### src/rtl/multicycle_ctrl_pkg.sv
// mc_ctrl_pkg: shared encodings for the multicycle MIPS control FSM.
// State enum, opcode/funct constants, ALU control codes, and the pc_src /
// alu_src_b select codes used by the controller and its ALU decoder.
package mc_ctrl_pkg;

  typedef enum logic [3:0] {
    FETCH   = 4'd0,
    DECODE  = 4'd1,
    MEMADR  = 4'd2,
    MEMRD   = 4'd3,
    MEMWB   = 4'd4,
    MEMWR   = 4'd5,
    EXECUTE = 4'd6,
    ALUWB   = 4'd7,
    BRANCH  = 4'd8,
    IMMEX   = 4'd9,
    IMMWB   = 4'd10,
    JUMP    = 4'd11
  } state_t;

  localparam logic [5:0] OP_RTYPE = 6'b000000;
  localparam logic [5:0] OP_LW    = 6'b100011;
  localparam logic [5:0] OP_SW    = 6'b101011;
  localparam logic [5:0] OP_BEQ   = 6'b000100;
  localparam logic [5:0] OP_ADDI  = 6'b001000;
  localparam logic [5:0] OP_ANDI  = 6'b001100;
  localparam logic [5:0] OP_ORI   = 6'b001101;
  localparam logic [5:0] OP_J     = 6'b000010;

  localparam logic [5:0] FN_ADD = 6'b100000;
  localparam logic [5:0] FN_SUB = 6'b100010;
  localparam logic [5:0] FN_AND = 6'b100100;
  localparam logic [5:0] FN_OR  = 6'b100101;
  localparam logic [5:0] FN_SLT = 6'b101010;

  localparam logic [2:0] ALU_ADD = 3'b010;
  localparam logic [2:0] ALU_SUB = 3'b110;
  localparam logic [2:0] ALU_AND = 3'b000;
  localparam logic [2:0] ALU_OR  = 3'b001;
  localparam logic [2:0] ALU_SLT = 3'b111;

  localparam logic [1:0] PCSRC_ALU    = 2'b00;
  localparam logic [1:0] PCSRC_ALUOUT = 2'b01;
  localparam logic [1:0] PCSRC_JUMP   = 2'b10;

  localparam logic [1:0] SRCB_RT    = 2'b00;
  localparam logic [1:0] SRCB_FOUR  = 2'b01;
  localparam logic [1:0] SRCB_IMM   = 2'b10;
  localparam logic [1:0] SRCB_IMMSH = 2'b11;

endpackage

### src/rtl/multicycle_ctrl_if.sv
// multicycle_ctrl_if: controller <-> datapath bundle.
// master = controller (reads op/funct/zero/mem_ready, drives all selects),
// slave  = datapath/memory side.
interface multicycle_ctrl_if;
  logic [5:0] op;
  logic [5:0] funct;
  logic       zero;
  logic       mem_ready;
  logic       mem_req;
  logic       mem_write;
  logic       iord;
  logic       ir_write;
  logic       pc_en;
  logic [1:0] pc_src;
  logic       alu_src_a;
  logic [1:0] alu_src_b;
  logic [2:0] alu_control;
  logic       ext_sel;
  logic       reg_dst;
  logic       mem_to_reg;
  logic       reg_write;
  logic       illegal;

  modport master (
    input  op, funct, zero, mem_ready,
    output mem_req, mem_write, iord, ir_write, pc_en, pc_src, alu_src_a,
           alu_src_b, alu_control, ext_sel, reg_dst, mem_to_reg, reg_write,
           illegal
  );

  modport slave (
    output op, funct, zero, mem_ready,
    input  mem_req, mem_write, iord, ir_write, pc_en, pc_src, alu_src_a,
           alu_src_b, alu_control, ext_sel, reg_dst, mem_to_reg, reg_write,
           illegal
  );
endinterface

### src/rtl/multicycle_ctrl_aludec.sv
// mc_aludec: combinational R-type funct decoder.
// Ports: i_funct (IR[5:0]) -> o_alu_control (ALU op), o_bad_funct (funct
// not in the supported R-type set).
module mc_aludec
  import mc_ctrl_pkg::*;
(
  input  logic [5:0] i_funct,
  output logic [2:0] o_alu_control,
  output logic       o_bad_funct
);
  always_comb begin
    o_alu_control = ALU_ADD;
    o_bad_funct   = 1'b0;
    case (i_funct)
      FN_ADD:  o_alu_control = ALU_ADD;
      FN_SUB:  o_alu_control = ALU_SUB;
      FN_AND:  o_alu_control = ALU_AND;
      FN_OR:   o_alu_control = ALU_OR;
      FN_SLT:  o_alu_control = ALU_SLT;
      default: o_bad_funct   = 1'b1;
    endcase
  end
endmodule

### src/rtl/multicycle_ctrl.sv
// multicycle_ctrl: Moore-style control FSM for the multicycle MIPS datapath.
// Ports: clk, rst_n (async, active-low); bus (master modport) carrying
// op/funct/zero/mem_ready in and every datapath select/enable out.
// Outputs are decoded combinationally from r_state and the live inputs,
// and are forced to zero whenever rst_n is low.
module multicycle_ctrl
  import mc_ctrl_pkg::*;
(
  input  logic                clk,
  input  logic                rst_n,
  multicycle_ctrl_if.master   bus
);
  state_t     r_state, w_next;
  logic [2:0] w_fn_alu;
  logic       w_bad_funct;

  logic       w_mem_req, w_mem_write, w_iord, w_ir_write, w_pc_en;
  logic [1:0] w_pc_src, w_alu_src_b;
  logic       w_alu_src_a, w_ext_sel, w_reg_dst, w_mem_to_reg;
  logic       w_reg_write, w_illegal;
  logic [2:0] w_alu_control;

  mc_aludec u_aludec (
    .i_funct       (bus.funct),
    .o_alu_control (w_fn_alu),
    .o_bad_funct   (w_bad_funct)
  );

  always_ff @(posedge clk or negedge rst_n) begin
    if (!rst_n) r_state <= FETCH;
    else        r_state <= w_next;
  end

  always_comb begin
    w_next        = r_state;
    w_mem_req     = 1'b0;
    w_mem_write   = 1'b0;
    w_iord        = 1'b0;
    w_ir_write    = 1'b0;
    w_pc_en       = 1'b0;
    w_pc_src      = PCSRC_ALU;
    w_alu_src_a   = 1'b0;
    w_alu_src_b   = SRCB_RT;
    w_alu_control = ALU_AND;
    w_ext_sel     = 1'b1;
    w_reg_dst     = 1'b0;
    w_mem_to_reg  = 1'b0;
    w_reg_write   = 1'b0;
    w_illegal     = 1'b0;
    case (r_state)
      FETCH: begin
        // PC+4 computed every fetch cycle; PC/IR only commit on mem_ready
        w_mem_req     = 1'b1;
        w_alu_src_b   = SRCB_FOUR;
        w_alu_control = ALU_ADD;
        if (bus.mem_ready) begin
          w_ir_write = 1'b1;
          w_pc_en    = 1'b1;
          w_next     = DECODE;
        end
      end
      DECODE: begin
        // speculative branch target into ALUOut
        w_alu_src_b   = SRCB_IMMSH;
        w_alu_control = ALU_ADD;
        case (bus.op)
          OP_LW, OP_SW:               w_next = MEMADR;
          OP_BEQ:                     w_next = BRANCH;
          OP_ADDI, OP_ANDI, OP_ORI:   w_next = IMMEX;
          OP_J:                       w_next = JUMP;
          OP_RTYPE: begin
            w_next    = w_bad_funct ? FETCH : EXECUTE;
            w_illegal = w_bad_funct;
          end
          default: begin
            w_next    = FETCH;
            w_illegal = 1'b1;
          end
        endcase
      end
      MEMADR: begin
        w_alu_src_a   = 1'b1;
        w_alu_src_b   = SRCB_IMM;
        w_alu_control = ALU_ADD;
        w_next        = (bus.op == OP_SW) ? MEMWR : MEMRD;
      end
      MEMRD: begin
        w_mem_req = 1'b1;
        w_iord    = 1'b1;
        if (bus.mem_ready) w_next = MEMWB;
      end
      MEMWB: begin
        w_mem_to_reg = 1'b1;
        w_reg_write  = 1'b1;
        w_next       = FETCH;
      end
      MEMWR: begin
        w_mem_req   = 1'b1;
        w_mem_write = 1'b1;
        w_iord      = 1'b1;
        if (bus.mem_ready) w_next = FETCH;
      end
      EXECUTE: begin
        w_alu_src_a   = 1'b1;
        w_alu_control = w_fn_alu;
        w_next        = ALUWB;
      end
      ALUWB: begin
        w_reg_dst   = 1'b1;
        w_reg_write = 1'b1;
        w_next      = FETCH;
      end
      BRANCH: begin
        w_alu_src_a   = 1'b1;
        w_alu_control = ALU_SUB;
        w_pc_src      = PCSRC_ALUOUT;
        w_pc_en       = bus.zero;
        w_next        = FETCH;
      end
      IMMEX: begin
        w_alu_src_a = 1'b1;
        w_alu_src_b = SRCB_IMM;
        w_next      = IMMWB;
        case (bus.op)
          OP_ANDI: begin w_alu_control = ALU_AND; w_ext_sel = 1'b0; end
          OP_ORI:  begin w_alu_control = ALU_OR;  w_ext_sel = 1'b0; end
          default:       w_alu_control = ALU_ADD;
        endcase
      end
      IMMWB: begin
        w_reg_write = 1'b1;
        w_next      = FETCH;
      end
      JUMP: begin
        w_pc_src = PCSRC_JUMP;
        w_pc_en  = 1'b1;
        w_next   = FETCH;
      end
      default: w_next = FETCH;
    endcase
  end

  // reset squashes every output immediately, ext_sel included
  assign bus.mem_req     = rst_n & w_mem_req;
  assign bus.mem_write   = rst_n & w_mem_write;
  assign bus.iord        = rst_n & w_iord;
  assign bus.ir_write    = rst_n & w_ir_write;
  assign bus.pc_en       = rst_n & w_pc_en;
  assign bus.pc_src      = rst_n ? w_pc_src      : 2'b00;
  assign bus.alu_src_a   = rst_n & w_alu_src_a;
  assign bus.alu_src_b   = rst_n ? w_alu_src_b   : 2'b00;
  assign bus.alu_control = rst_n ? w_alu_control : 3'b000;
  assign bus.ext_sel     = rst_n & w_ext_sel;
  assign bus.reg_dst     = rst_n & w_reg_dst;
  assign bus.mem_to_reg  = rst_n & w_mem_to_reg;
  assign bus.reg_write   = rst_n & w_reg_write;
  assign bus.illegal     = rst_n & w_illegal;
endmodule
### src/flat_wrapper.sv
// flat-port wrapper written by rule: the top's interface ports become plain ports
module multicycle_ctrl_flat import mc_ctrl_pkg::*;
  (clk, rst_n, bus_op, bus_funct, bus_zero, bus_mem_ready, bus_mem_req, bus_mem_write, bus_iord, bus_ir_write, bus_pc_en, bus_pc_src, bus_alu_src_a, bus_alu_src_b, bus_alu_control, bus_ext_sel, bus_reg_dst, bus_mem_to_reg, bus_reg_write, bus_illegal);
  multicycle_ctrl_if bus_i ();
  input  logic clk;
  input  logic rst_n;
  input wire logic [$bits(bus_i.op)-1:0] bus_op;
  input wire logic [$bits(bus_i.funct)-1:0] bus_funct;
  input wire logic [$bits(bus_i.zero)-1:0] bus_zero;
  input wire logic [$bits(bus_i.mem_ready)-1:0] bus_mem_ready;
  output wire logic [$bits(bus_i.mem_req)-1:0] bus_mem_req;
  output wire logic [$bits(bus_i.mem_write)-1:0] bus_mem_write;
  output wire logic [$bits(bus_i.iord)-1:0] bus_iord;
  output wire logic [$bits(bus_i.ir_write)-1:0] bus_ir_write;
  output wire logic [$bits(bus_i.pc_en)-1:0] bus_pc_en;
  output wire logic [$bits(bus_i.pc_src)-1:0] bus_pc_src;
  output wire logic [$bits(bus_i.alu_src_a)-1:0] bus_alu_src_a;
  output wire logic [$bits(bus_i.alu_src_b)-1:0] bus_alu_src_b;
  output wire logic [$bits(bus_i.alu_control)-1:0] bus_alu_control;
  output wire logic [$bits(bus_i.ext_sel)-1:0] bus_ext_sel;
  output wire logic [$bits(bus_i.reg_dst)-1:0] bus_reg_dst;
  output wire logic [$bits(bus_i.mem_to_reg)-1:0] bus_mem_to_reg;
  output wire logic [$bits(bus_i.reg_write)-1:0] bus_reg_write;
  output wire logic [$bits(bus_i.illegal)-1:0] bus_illegal;
  assign bus_i.op = bus_op;
  assign bus_i.funct = bus_funct;
  assign bus_i.zero = bus_zero;
  assign bus_i.mem_ready = bus_mem_ready;
  assign bus_mem_req = bus_i.mem_req;
  assign bus_mem_write = bus_i.mem_write;
  assign bus_iord = bus_i.iord;
  assign bus_ir_write = bus_i.ir_write;
  assign bus_pc_en = bus_i.pc_en;
  assign bus_pc_src = bus_i.pc_src;
  assign bus_alu_src_a = bus_i.alu_src_a;
  assign bus_alu_src_b = bus_i.alu_src_b;
  assign bus_alu_control = bus_i.alu_control;
  assign bus_ext_sel = bus_i.ext_sel;
  assign bus_reg_dst = bus_i.reg_dst;
  assign bus_mem_to_reg = bus_i.mem_to_reg;
  assign bus_reg_write = bus_i.reg_write;
  assign bus_illegal = bus_i.illegal;
  multicycle_ctrl u_core (.clk(clk), .rst_n(rst_n), .bus(bus_i));
endmodule
### config.mk
export PLATFORM = sky130hd
export DESIGN_NAME = multicycle_ctrl_flat
export DESIGN_NICKNAME = d
export VERILOG_FILES = /design/src/rtl/multicycle_ctrl_pkg.sv /design/src/rtl/multicycle_ctrl_if.sv /design/src/rtl/multicycle_ctrl_aludec.sv /design/src/rtl/multicycle_ctrl.sv /design/src/flat_wrapper.sv
export SDC_FILE = /design/constraint.sdc
export NUM_CORES = 1
export LEC_CHECK = 0
export ABC_CLOCK_PERIOD_IN_PS = 2100
export CAP_MARGIN = 20
export CORE_UTILIZATION = 44
export CTS_CLUSTER_DIAMETER = 40
export DETAILED_ROUTE_END_ITERATION = 8
export HOLD_SLACK_MARGIN = 0.08
export PLACE_DENSITY = 0.84
export SYNTH_ARGS = -nofsm -noshare
export SYNTH_HDL_FRONTEND = slang
export SYNTH_SLANG_ARGS = --single-unit
### constraint.sdc
create_clock -name clk -period 2.1 [get_ports clk]
set_input_delay 0.315 -clock clk [delete_from_list [all_inputs] [get_ports clk]]
set_output_delay 0.315 -clock clk [all_outputs]
set_load 0.02 [all_outputs]
==> reports/metrics.cfg, run 1 <==
[synth]
ys_seq_area_frac = 0.1336
syn_area_um2 = 749.5
yosys_most_used_dff = dfrtp_1
async_flop_share = 1.000
synth_largest_area_cell = dfrtp_1
ys_top_cells_by_area = dfrtp_1 (13%), nor2_1 (8.0%), a21oi_1 (6.7%), nand2b_1 (5.8%), nand2_1 (4.5%)
synth_enable_flop_cells = 0
syn_inst = 116
syn_avg_cell_area_um2 = 6.461
synth_warnings = 0
synth-seq-cells = 4
yosysTopAreaCellShare = 0.1336
synthDistinctLibCells = 40
synth_fp_nets = 132

[place]
gp_congestion = 0.9641
place_area_um2 = 1374
hpwl_um = 2458
io_buffers = 33

[run_status]
haltStage = global routing (5_1_grt)
status = did not finish
firstError = [ERROR GRT-0232] Routing congestion too high. Check the congestion heatmap in the GUI.

[global_route]
grt_max_degree = 12
track_usage = 0.5572
overflow = 3

[die]
die_w_um = 43.27
pin_count = 34
start_util = 0.4862
fp.dieH_um = 43.27
core.rowCount = 14

[sta]
grt-worst-endpoint = bus_illegal
worst_path_end_type = top-level output

[cts]
numCtsBuffers = 3
htree_levels = 1
clock-sinks = 4
cts_buffer_depth = 2
cts_hold_buf = 0
cts-root-buf = clkbuf_4

==> synth_stat cells (2+ instances only) <==
master,number
nor4_1,2
nand2_1,9
xor2_1,2
dfrtp_1,4
nand3b_1,2
nor3b_1,3
nand3_1,5
nand2b_1,7
buf_2,3
nor2_1,16
o21a_1,2
a21oi_1,10
and3_1,2
clkbuf_1,3
o21ai_0,6
a22oi_1,2
a21boi_0,2
nand4_1,2
nor3_1,4
inv_1,6
or3_1,2
nor2b_1,4
==> per-stage QoR <==
| stage | setup WS (ps) | std cells | hold slack, ps |
|---|---|---|---|
| after detailed placement | -430.3 | 199 | 593.2 |
| after CTS | 2.254 | 203 | 320.4 |
| after global placement | -355.2 | 199 | 580.0 |
| after floorplan | 331.0 | 116 | 19.41 |
==> routing by layer <==
metal,GRT usage,overflow
met3,0.2383,0
met5,0,0
met4,0.6242,1
met2,0.8090,2
met1,0.5476,0
==> repair_timing <==
item                       4_1_cts
gates resized for setup         35
setup buffers                    1
setup endpoints to repair       17
==> cells by family after synthesis <==
logic type,synth area share
muxes,0.02838
DFF,0.1336
buffers and inverters,0.06510
and+or+nand+nor,0.4457
xor gates and xnor gates,0.02338
AOI/OAI and AO/OA,0.3039
==> run 2: changes to the inputs <==
Settings changed: CORE_AREA set to 2 2 63 65, CORE_UTILIZATION 44 to not set, CTS_CLUSTER_DIAMETER 40 to not set, DIE_AREA set to 0 0 65 67, HOLD_SLACK_MARGIN 0.08 to not set, PLACE_DENSITY 0.84 to not set, PLACE_DENSITY_LB_ADDON set to 0.15.
==> reports/metrics.cfg, run 2 <==
[run_status]
status = finished clean  ; was did not finish

[global_route]
overflow = 0
antenna_found_initial = 0
track_usage = 0.1412
grt_pass1_vias = 1105
grt_pass1_wl_um = 4947
grt_max_degree = 11

[power]
p_seq_frac = 0.133
clockPowerShare = 0.129
p_comb_frac = 0.738
peakVddDrop_v = 0.0002487
power_switching_share = 0.4324
cellPowerDensity_nw_per_um2 = 788.8
power_switching_mw = 0.5147
internal_power_mw = 0.6756
power_leakage_nw = 0.7692

[layout]
drive_gt1_frac = 0.3316
regMostFlops = u_core.r_state
final_common_cell = buf_4
final_cell_mix = buf_4 (44), nor2_1 (15), dlygate4sd2_1 (14)
num_antenna_cells = 0
multi_input_area_um2 = 641.9
reg.largest.list = u_core.r_state: 4 flops
register_area_um2 = 101.3
nets = 208
largest_reg_flops = 4
num-fill-cells = 392
syn2layout_area_growth_pct = 101.3

[cts]
post_cts_buffers = 0  ; was 1
cts_tree = built
cts_buffer_depth = 2  ; unchanged
htree_levels = 1  ; unchanged
clkSlewWorstSetupHoldPaths_ps = 30
cts-root-buf = clkbuf_8  ; was clkbuf_4
clkLatencyLatePin_ps = 210
clock-sinks = 4  ; unchanged
numCtsBuffers = 3  ; unchanged
cts_hold_buf = 0  ; unchanged

[critical_path]
critPathMaxFanout = 2
worstPathRequired_ps = 1780
cp.arrival_ps = 1720
worstSetupEndpointType = primary output
critPathKind = in -> out
crit_path_start_kind = input port

[sta]
timing.fmax_mhz = 490.3
tightestPinTransition_ps = 291.3
fin_skew_ps = 0.2818
min_period_ps = 2040
drv_slew = 0
period_share = 0.9713
max_slew_margin = 0.8058
hold_violations = 0
hold_ws_ps = 365.4
setup_slack_ps = 60.25
rsz0062_at_grt = no
setup_violations = 0

[synth]
synthTopCellsByCount = nor2_1 (16), a21oi_1 (10), nand2_1 (9)  ; unchanged
synth_fp_nets = 132  ; unchanged
syn_avg_cell_area_um2 = 6.461  ; unchanged
synth_largest_area_cell = dfrtp_1  ; unchanged
syn_area_um2 = 749.5  ; unchanged
ys_top_cells_by_area = dfrtp_1 (13%), nor2_1 (8.0%), a21oi_1 (6.7%), nand2b_1 (5.8%), nand2_1 (4.5%)  ; unchanged
yosysTopAreaCellShare = 0.1336  ; unchanged
synth_warnings = 0  ; unchanged
async_flop_share = 1.000  ; unchanged
synthDistinctLibCells = 40  ; unchanged
synth-seq-cells = 4  ; unchanged
syn_inst = 116  ; unchanged
ys_seq_area_frac = 0.1336  ; unchanged
yosys_most_used_dff = dfrtp_1  ; unchanged
synth_most_common_cell = nor2_1  ; unchanged
synth_enable_flop_cells = 0  ; unchanged

[route]
routedWlPerCell_um = 11.84
drtPass1Iterations = 4
drc = 0
vias = 1124
antenna_left = 0
drtIter0Drc = 52
routed_wirelength_um = 2818
post_drt_via_cell_ratio = 4.723

[die]
fp.dieH_um = 67  ; was 43.27 µm
start_util = 0.2078  ; was 0.4862
die_area_um2 = 4355
die_w_um = 65  ; was 43.27 µm
core.rowCount = 22  ; was 14
pin_count = 34  ; unchanged
fp.coreArea_um2 = 3606

[worst_hold_path]
min-delay-path-class = in -> async

[place]
place_ws_ps = -356.4  ; was -430.3 ps
hpwl_um = 2388  ; was 2458 µm
gp_congestion = 0.8234  ; was 0.9641
io_buffers = 33  ; unchanged

[flow_run]
maxCapViolations = 0

## run 2: cell families after synthesis
family / Yosys count / share of synthesized area
AND/OR/NAND/NOR: 62 / 0.4457
buffers and inverters: 12 / 0.06510
multiplexers: 2 / 0.02838
XOR/XNOR: 2 / 0.02338
flip-flops: 4 / 0.1336
AO/OA/AOI/OAI: 34 / 0.3039
## run 2: what timing repair did
item	in CTS	in global routing
pin swaps	0	2
setup endpoints to repair	18	7
resized for setup	30	13
## run 2: metal layers
metal / vias to the layer above / wire length [µm] / GRT usage
met5: - / 0 / 0
met4: 0 / 33 / 0.03191
li1: 575 / - / -
met3: 4 / 109 / 0.01520
met2: 23 / 1436 / 0.2616
met1: 522 / 1239 / 0.1739
## run 2: stage by stage
step	cells	TNS [ps]	utilization	total power, mW	area [µm²]
floorplan	116	0	-	0.5667	749.5
global placement	235	-3554	0.4004	1.073	1444
detailed placement	235	-3786	0.4004	1.077	1444
CTS	238	0	0.4122	1.203	1486
global route	238	0	0.4185	1.299	1509
finish	238	0	0.4185	1.190	1509
## run 2: critical path: stages
cell             delay [ps]
clkdlybuf4s50_1         530
nor3b_4                  60
a31o_2                  240
a221oi_1                220
dlygate4sd1_1           350
## run 2: layout make-up
class | count | area share
Inverter | 6 | 0.01493
Multi-Input combinational cell | 100 | 0.4254
Clock buffer | 3 | 0.02736
Sequential cell | 4 | 0.06716
Timing Repair Buffer | 77 | 0.4254
Tap cell | 48 | 0.03980
## run 2: power by group through the flow
stage	combinational (mW)	sequential [mW]	clock, mW
floorplan	0.443	0.124	0
global placement	0.919	0.154	0
detailed placement	0.922	0.155	0
CTS	0.888	0.156	0.158
global route	0.973	0.165	0.161
finish	0.878	0.158	0.154
## run 2: worst paths after layout
kind | start | to | slack, ps | cells past startpoint
max reg2reg | u_core.r_state[1] | u_core.r_state[1] | 620 | 4
min in group clk | u_core.r_state[3] | u_core.r_state[0] | 620 | 2
max | bus_funct[3] | bus_alu_control[1] | 60 | 5
min | rst_n | u_core.r_state[1] | 370 | 2
max in group asynchronous | rst_n | u_core.r_state[0] | 1610 | 2
min reg2reg | u_core.r_state[3] | u_core.r_state[0] | 620 | 2
(Power assumes the default switching activity.)
